File: config.mk
export PLATFORM = sky130hd
export DESIGN_NAME = regfile_arbiter
export DESIGN_NICKNAME = d
export VERILOG_FILES = /design/src/rtl/cmd_pkg.sv /design/src/rtl/regfile_arbiter_rr_pick.sv /design/src/rtl/regfile_arbiter.sv
export SDC_FILE = /design/constraint.sdc
export NUM_CORES = 1
export LEC_CHECK = 0
export CORE_MARGIN = 5
export CORE_UTILIZATION = 41
export CTS_BUF_LIST = sky130_fd_sc_hd__clkbuf_16
export DETAILED_ROUTE_END_ITERATION = 12
export HOLD_SLACK_MARGIN = 0.08
export MAX_ROUTING_LAYER = met4
export PLACE_DENSITY = 0.82
export SYNTH_ARGS = -nofsm -noshare
export SYNTH_HDL_FRONTEND = slang
export SYNTH_SLANG_ARGS = --single-unit
File: constraint.sdc
create_clock -name clk -period 2.55 [get_ports clk]
set_clock_uncertainty 0.2 [all_clocks]
set_input_delay 0.51 -clock clk [delete_from_list [all_inputs] [get_ports clk]]
set_output_delay 0.51 -clock clk [all_outputs]
set_load 0.03 [all_outputs]
File: src/rtl/cmd_pkg.sv
// rtl/cmd_pkg.sv - shared types for the register-file command path
package cmd_pkg;

   localparam int ID_W = 3;

   typedef enum logic {
      ARB    = 1'b0,
      LOCKED = 1'b1
   } arb_state_t;

   typedef struct packed {
      logic            vld;
      logic [ID_W-1:0] id;
   } rd_tag_t;

   function automatic int idx_width(input int n);
      return (n > 1) ? $clog2(n) : 1;
   endfunction

endpackage

File: src/rtl/regfile_arbiter_rr_pick.sv
// rtl/regfile_arbiter_rr_pick.sv - round-robin pick of the first valid index at or after ptr
module rr_pick
   import cmd_pkg::*;
#(
   parameter int N  = 2,
   parameter int IW = idx_width(N)
) (
   input  logic [N-1:0]  valid,
   input  logic [IW-1:0] ptr,
   output logic [N-1:0]  grant,
   output logic [IW-1:0] idx,
   output logic          any
);

   logic [IW-1:0] cand;

   always_comb begin
      grant = '0;
      idx   = '0;
      any   = 1'b0;
      cand  = '0;
      for (int i = 0; i < N; i++) begin
         cand = IW'((int'(ptr) + i) % N);
         if (!any && valid[cand]) begin
            grant[cand] = 1'b1;
            idx         = cand;
            any         = 1'b1;
         end
      end
   end

endmodule

File: src/rtl/regfile_arbiter.sv
// rtl/regfile_arbiter.sv - round-robin arbiter with lock support in front of a single-port register file
module regfile_arbiter
   import cmd_pkg::*;
#(
   parameter int NUM_REQ    = 2,
   parameter int ADDR_W     = 8,
   parameter int DATA_W     = 8,
   parameter int MEM_RD_LAT = 1,
   parameter int LOCK_TO    = 255
) (
   input  logic                      clk,
   input  logic                      rst,
   input  logic [NUM_REQ-1:0]        req_valid,
   output logic [NUM_REQ-1:0]        req_ready,
   input  logic [NUM_REQ-1:0]        req_we,
   input  logic [NUM_REQ-1:0]        req_lock,
   input  logic [NUM_REQ*ADDR_W-1:0] req_addr,
   input  logic [NUM_REQ*DATA_W-1:0] req_wdata,
   output logic [NUM_REQ-1:0]        rsp_valid,
   output logic [DATA_W-1:0]         rsp_rdata,
   output logic [ADDR_W-1:0]         mem_addr,
   output logic                      mem_write_en,
   output logic [DATA_W-1:0]         mem_write_data,
   output logic                      mem_read_en,
   input  logic [DATA_W-1:0]         mem_read_data,
   output logic                      locked,
   output logic                      lock_to_err
);

   localparam int IW = idx_width(NUM_REQ);
   localparam int CW = $clog2(LOCK_TO + 1);

   arb_state_t         state, state_nxt;
   logic [IW-1:0]      owner, owner_nxt;
   logic [IW-1:0]      rr_ptr;
   logic [CW-1:0]      idle_cnt;
   logic               timeout;
   logic [NUM_REQ-1:0] cand_valid;
   logic [NUM_REQ-1:0] grant;
   logic [IW-1:0]      win;
   logic               any;
   logic               win_we;
   rd_tag_t            tag_pipe [MEM_RD_LAT];

   rr_pick #(
      .N  (NUM_REQ),
      .IW (IW)
   ) u_rr_pick (
      .valid (cand_valid),
      .ptr   (rr_ptr),
      .grant (grant),
      .idx   (win),
      .any   (any)
   );

   assign req_ready = grant;
   assign win_we    = req_we[win];

   always_ff @(posedge clk or posedge rst) begin
      if (rst) begin
         state <= ARB;
         owner <= '0;
      end else begin
         state <= state_nxt;
         owner <= owner_nxt;
      end
   end

   always_comb begin
      state_nxt = state;
      owner_nxt = owner;
      case (state)
         ARB: begin
            if (any && req_lock[win]) begin
               state_nxt = LOCKED;
               owner_nxt = win;
            end
         end
         LOCKED: begin
            if (timeout || (any && !req_lock[win]))
               state_nxt = ARB;
         end
         default: state_nxt = ARB;
      endcase
   end

   // The timeout cycle is itself the LOCK_TO-th idle cycle and grants no one.
   always_comb begin
      locked      = (state == LOCKED);
      timeout     = locked && (idle_cnt == CW'(LOCK_TO - 1));
      lock_to_err = timeout;
      cand_valid  = req_valid;
      if (locked)
         cand_valid = timeout ? '0 : (req_valid & (NUM_REQ'(1) << owner));
   end

   always_ff @(posedge clk or posedge rst) begin
      if (rst)
         rr_ptr <= '0;
      else if (!locked && any)
         rr_ptr <= (int'(win) == NUM_REQ - 1) ? '0 : win + 1'b1;
   end

   always_ff @(posedge clk or posedge rst) begin
      if (rst)
         idle_cnt <= '0;
      else if (locked && !any && !timeout)
         idle_cnt <= idle_cnt + 1'b1;
      else
         idle_cnt <= '0;
   end

   always_ff @(posedge clk or posedge rst) begin
      if (rst) begin
         mem_addr       <= '0;
         mem_write_en   <= 1'b0;
         mem_write_data <= '0;
         mem_read_en    <= 1'b0;
      end else begin
         mem_write_en <= any && win_we;
         mem_read_en  <= any && !win_we;
         if (any)
            mem_addr <= req_addr[int'(win)*ADDR_W +: ADDR_W];
         if (any && win_we)
            mem_write_data <= req_wdata[int'(win)*DATA_W +: DATA_W];
      end
   end

   // Read tags ride alongside the memory latency so responses return in issue order.
   always_ff @(posedge clk or posedge rst) begin
      if (rst) begin
         for (int k = 0; k < MEM_RD_LAT; k++)
            tag_pipe[k] <= '0;
         rsp_valid <= '0;
         rsp_rdata <= '0;
      end else begin
         tag_pipe[0] <= '{vld: any && !win_we, id: ID_W'(win)};
         for (int k = 1; k < MEM_RD_LAT; k++)
            tag_pipe[k] <= tag_pipe[k-1];
         if (tag_pipe[MEM_RD_LAT-1].vld) begin
            rsp_valid <= NUM_REQ'(1) << tag_pipe[MEM_RD_LAT-1].id;
            rsp_rdata <= mem_read_data;
         end else begin
            rsp_valid <= '0;
         end
      end
   end

endmodule

# After elaboration in Yosys (flattened, before gate mapping)
# Cells that the tools add are included.
# word_totals
register_bits,40
output_inout_bits,32
inputBits,48
# op_classes
add_sub_neg,3
eq_ne,1
shift,4
mux,26
n_lt_le_gt_ge,5
n_reduce_logical,19
n_bitwise,3
# ops
operator,n
$shiftx A16 B5 Y8,2
$mux W1,17
$logic_and A1 B1 Y1,11
$mux W2,5
$add A8 B1 Y8 const B,1
$eq A8 B8 Y1 const B,1
$mux W8,1
$logic_not A1 Y1,6
$lt A1 B2 Y1 const B,3
$shl A1 B1 Y2 const A,2
$add A1 B1 Y1 const B,2
$and A2 B2 Y2,1
$demux W1 S1,2
$ge A1 B1 Y1 const B,2
$or A2 B2 Y2,1
$pmux W1 S2,1
$reduce_and A2 Y1,1
$logic_or A1 B1 Y1,1
$not A1 Y1,1

# Logic depth before layout (Yosys ltp)
# logic_depth
ltp_word,17
ltp_mapped,8

# Modules after synthesis
# A second synthesis with hierarchy kept.
# unflattened
cells_unflattened,155
hier_area_um2,1831.8
# modules_own_cells
mod,cells_per_inst,instances,seq_area_each_um2,area_per_inst_um2
regfile_arbiter,150,1,1001.0,1799.2
rr_pick,5,1,0.0,32.5

# Worst setup path after synthesis
# OpenSTA, ideal clock, no wires.
# synth_path
path_kind,register to output
start,reg state (netlist: locked)
end,out req_ready[0]
n_path_buf,0
t_required_ns,1.840
path_stages_with_launch,5
t_arrival_ns,1.615
slack_ns,0.225
cell_sequence,dfrtp_1 nand4_1 nor2_4 nor2_1 nor2_2
# synth_between
elab_chain_cells,9
elab_cells_between_ends,13
# synth_lines
item,line_no,text
start: declaration,regfile_arbiter.sv:33,"arb_state_t state, state_nxt;"
start signal: assignment,regfile_arbiter.sv:64,state <= state_nxt;
$logic_and A1 B1 Y1 (*),regfile_arbiter.sv:90,timeout = locked && (idle_cnt == CW'(LOCK_TO - 1));
via lock_to_err,regfile_arbiter.sv:27,output logic lock_to_err
$mux W2 (*),regfile_arbiter.sv:94,cand_valid = timeout ? '0 : (req_valid & (NUM_REQ'(1) << owner));
$mux W2 (*),regfile_arbiter.sv:93,if (locked)
$mux W1 (implied by the code) (2 in a row),regfile_arbiter_rr_pick.sv:24,if (!any && valid[cand]) begin
$mux W1,regfile_arbiter_rr_pick.sv:24,
$logic_not A1 Y1,regfile_arbiter_rr_pick.sv:24,
$logic_and A1 B1 Y1,regfile_arbiter_rr_pick.sv:24,
$mux W2 (*),regfile_arbiter_rr_pick.sv:24,
end: declaration,regfile_arbiter.sv:14,"output logic [NUM_REQ-1:0] req_ready,"
# The timed path passes the listed nets; every way through them passes the cells marked *. The select of a mux whose other input is x is not followed.

# Worst setup path in the final report
# layout_path
start,in req_valid[1]
end,out req_ready[0]
# layout_between
elab_chain_cells,9
elab_cells_between_ends,13
# layout_lines
item,line_no,text
start: declaration,regfile_arbiter.sv:13,"input logic [NUM_REQ-1:0] req_valid,"
$and A2 B2 Y2,regfile_arbiter.sv:94,
$mux W2,regfile_arbiter.sv:94,
$mux W2 (*),regfile_arbiter.sv:93,
$mux W1 (implied by the code) (2 in a row),regfile_arbiter_rr_pick.sv:24,
$mux W1,regfile_arbiter_rr_pick.sv:24,
$logic_not A1 Y1,regfile_arbiter_rr_pick.sv:24,
$logic_and A1 B1 Y1,regfile_arbiter_rr_pick.sv:24,
$mux W2 (*),regfile_arbiter_rr_pick.sv:24,
# Every way passes the cells marked *; elsewhere a longest branch is shown, timed or not. The select of a mux whose other input is x is not followed.

==> results.yml <==
critical_path:
  cp_max_fo: 2
  critPathKind: "in -> out"
  arrival_ns: 1.76
  cp.required_ns: 1.84
  rrSetupSlack_ns: 0.37
  cp-start-kind: "input port"
  end_kind: "primary output"
floorplanning:
  die_height_um: 75.9
  initial_core_util_pct: 41.4
  core-area_mm2: 0.00429
  row_count: 24
  fp.dieW_um: 75.9
  pin_count: 80
  die_area_mm2: 0.00575
place:
  dp.cells: 286
  port_buffers: 79
  post-place-ws_ns: -0.0861
  hpwl_mm: 3.25
  placed_area_mm2: 0.00268
  place_congestion: 0.871
status:
  status: "finished clean"
final_layout:
  final_common_cell: "clkdlybuf4s50_1"
  drive_gt1_share_pct: 17.6
  fin_util_pct: 66.5
  post-route-cell-area_mm2: 0.00286
  num_antenna_cells: 0
  finalNetCount: 294
  area_growth_pct: 60.6
  fin_cells: 297
  layout_common_cells: "clkdlybuf4s50_1 (75), dfrtp_1 (40), nor2_1 (19), buf_4 (15)"
grt:
  gr-total-overflow: 0
  grt_pass1_vias: 1469
  grt_pass1_wl_mm: 6.72
  antenna_found_initial: 0
  grtUsageTotal_pct: 16.2
  grt_max_degree: 41
routing:
  drtAntennaViolNets: 0
  drt-pass1-iter-count: 4
  drt-total-wl_mm: 4.45
  dr_total_vias: 1467
  wl_per_cell_um: 15.0
  drt-vias-per-instance: 4.94
  drcViolationCount: 0
  drtIter0Drc: 36
sta:
  finalHoldViolations: 0
  fmax_mhz: 405
  setup_violations: 0
  worst_slew_pin_slew_ns: 0.511
  fin_ws_ns: 0.0793
  slew_headroom_pct: 65.9
  final_max_slew_viol_count: 0
  fin_crit_ns: 2.47
  rsz0062_at_grt: "yes"
  setup_tns_ns: 0
  min_period_over_period_pct: 96.9
run:
  cap_viol_max_count: 0
power:
  p_switching_w: 0.00123
  p_sw_share_pct: 38.4
  power_density_mw_per_mm2: 1120
  peakVddDrop_mv: 0.503
  power_leakage_nw: 1.27
  pwr-share-comb_pct: 49.7
  clock_power_share_pct: 18.4
  internal_power_w: 0.00197
  seqPwrFrac_pct: 31.8
logic_synthesis:
  synth_compound_area_share_pct: 14.7
  synthCells: 150
  yosys.area_share.simple_pct: 10.7
  synthMuxAreaShare_pct: 10.8
  synth-seq-area-share_pct: 56.3
  avgSynthCellArea_um2: 11.9
  yosysWarnings: 0
  synthesis.area_mm2: 0.00178
  synth_fp_nets: 200
  synthDistinctLibCells: 34
  synth_seq_cells: 40
  synth_top_family_by_area: "compound AO/OA/AOI/OAI gates"
  synthXorXnorAreaFrac_pct: 2.96
  synth-adder-area-share_pct: 1.41
worst_hold_path:
  worstHoldPathType: "reg -> reg"
clock_tree:
  clockBufferDepth: 2
  cts_tree: "yes"
  htree_levels: 2
  path_clk_slew_ns: 0.06
  cts_num_sinks: 40
  cts_root_buffer: "clkbuf_16"
  cts_buffers: 5
  cts_hold_buf: 0
  clock_latency_ns: 0.28
power by group through the flow:
stage	combinational, W	sequential (W)	clock (W)
2_1_floorplan	0.000497	0.00142	0
3_3_place_gp	0.00154	0.00102	0
3_5_place_dp	0.00157	0.00103	0
4_1_cts	0.00160	0.00102	0.000603
5_1_grt	0.00169	0.00105	0.000627
6_report	0.00159	0.00102	0.000590
cells in the mapped netlist:
cell type,instances,area (um^2)
buf_6,1,11.3
mux2_2,9,101
nor2b_1,1,6.26
or3_1,1,6.26
inv_1,6,22.5
o31ai_1,2,15.0
o22ai_1,1,6.26
nand4_1,3,18.8
a21oi_2,1,8.76
or2_2,1,6.26
xor2_1,2,17.5
mux2i_1,9,90.1
a21o_1,8,60.1
nor2_2,2,12.5
nand3_1,4,20.0
ha_1,2,25.0
a21oi_1,9,45.0
a22o_1,8,70.1
nand2_1,1,3.75
a211oi_4,1,20.0
and3_1,1,6.26
a211oi_1,1,7.51
buf_2,3,15.0
clkbuf_1,2,7.51
nor2_4,1,11.3
or3b_4,1,11.3
dfrtp_1,40,1000
a31oi_1,1,6.26
and2_1,1,6.26
nor2_1,20,75.1
xnor2_1,4,35.0
nand2b_1,1,6.26
a31o_4,1,17.5
o21ai_0,1,5.00
kinds of logic (layout without fill, tap and decap cells):
kind of cell / after synthesis / count (layout)
AO/OA/AOI/OAI: 34 / 34
flip-flops: 40 / 40
AND/OR/NAND/NOR: 38 / 38
buffers and inverters: 12 / 107
XOR/XNOR: 6 / 6
adder cells (fa/ha/maj): 2 / 2
multiplexers: 18 / 18
stage by stage:
step | hold slack (ns) | total power (W)
global placement | 0.199 | 0.00256
detailed placement | 0.210 | 0.00260
finish | 0.216 | 0.00320
CTS | 0.215 | 0.00323
global route | 0.224 | 0.00337
floorplan | 0.195 | 0.00192
routing by layer:
layer | track usage [%] | routed length, um
met4 | 5.05 | 14
met2 | 27.5 | 2390
met3 | 5.28 | 334
met5 | - | 0
met1 | 17.9 | 1710
state kept, by name, indices dropped and copies added (netlist names):
| register | count |
|---|---|
| mem_write_data | 8 |
| owner | 1 |
| idle_cnt | 8 |
| rr_ptr | 1 |
| locked | 1 |
| rsp_valid | 2 |
| mem_addr | 8 |
| rsp_rdata | 8 |
| tag_pipe | 2 |
| mem_write_en | 1 |
cell type report:
| cell class | instances | area [um^2] |
|---|---|---|
| Sequential cell | 40 | 1000 |
| Clock inverter | 3 | 13.8 |
| Tap cell | 52 | 65.1 |
| Timing Repair Buffer | 93 | 892 |
| Inverter | 6 | 22.5 |
| Clock buffer | 5 | 125 |
| Multi-Input combinational cell | 98 | 736 |
| Fill cell | 353 | 1440 |
worst max-delay path, cell delays in order:
cell             delay (ns)
clkdlybuf4s50_1        0.43
mux2_2                 0.28
o22ai_1                0.18
or2_4                  0.18
nor2_4                 0.04
buf_6                  0.14
path summary, 6_finish.rpt:
| kind | depth (start not counted) | endpoint | startpoint |
|---|---|---|---|
| min in group asynchronous | 3 | idle_cnt[3] | rst |
| max in group asynchronous | 3 | rsp_rdata[7] | rst |
| hold / removal | 1 | rsp_valid[0] | tag_pipe[0] |
| setup reg to reg | 8 | mem_write_data[3] | locked |
| hold reg to reg | 1 | rsp_valid[0] | tag_pipe[0] |
| setup / recovery | 6 | req_ready[0] | req_valid[1] |
timing repair:
item,CTS,global route
gates resized for setup,4,4
cloned,0,0
pin swaps,1,1
buffers inserted,2,1
endpoints found under the setup margin,3,3
Note: power is estimated with default switching activity, not from simulation.
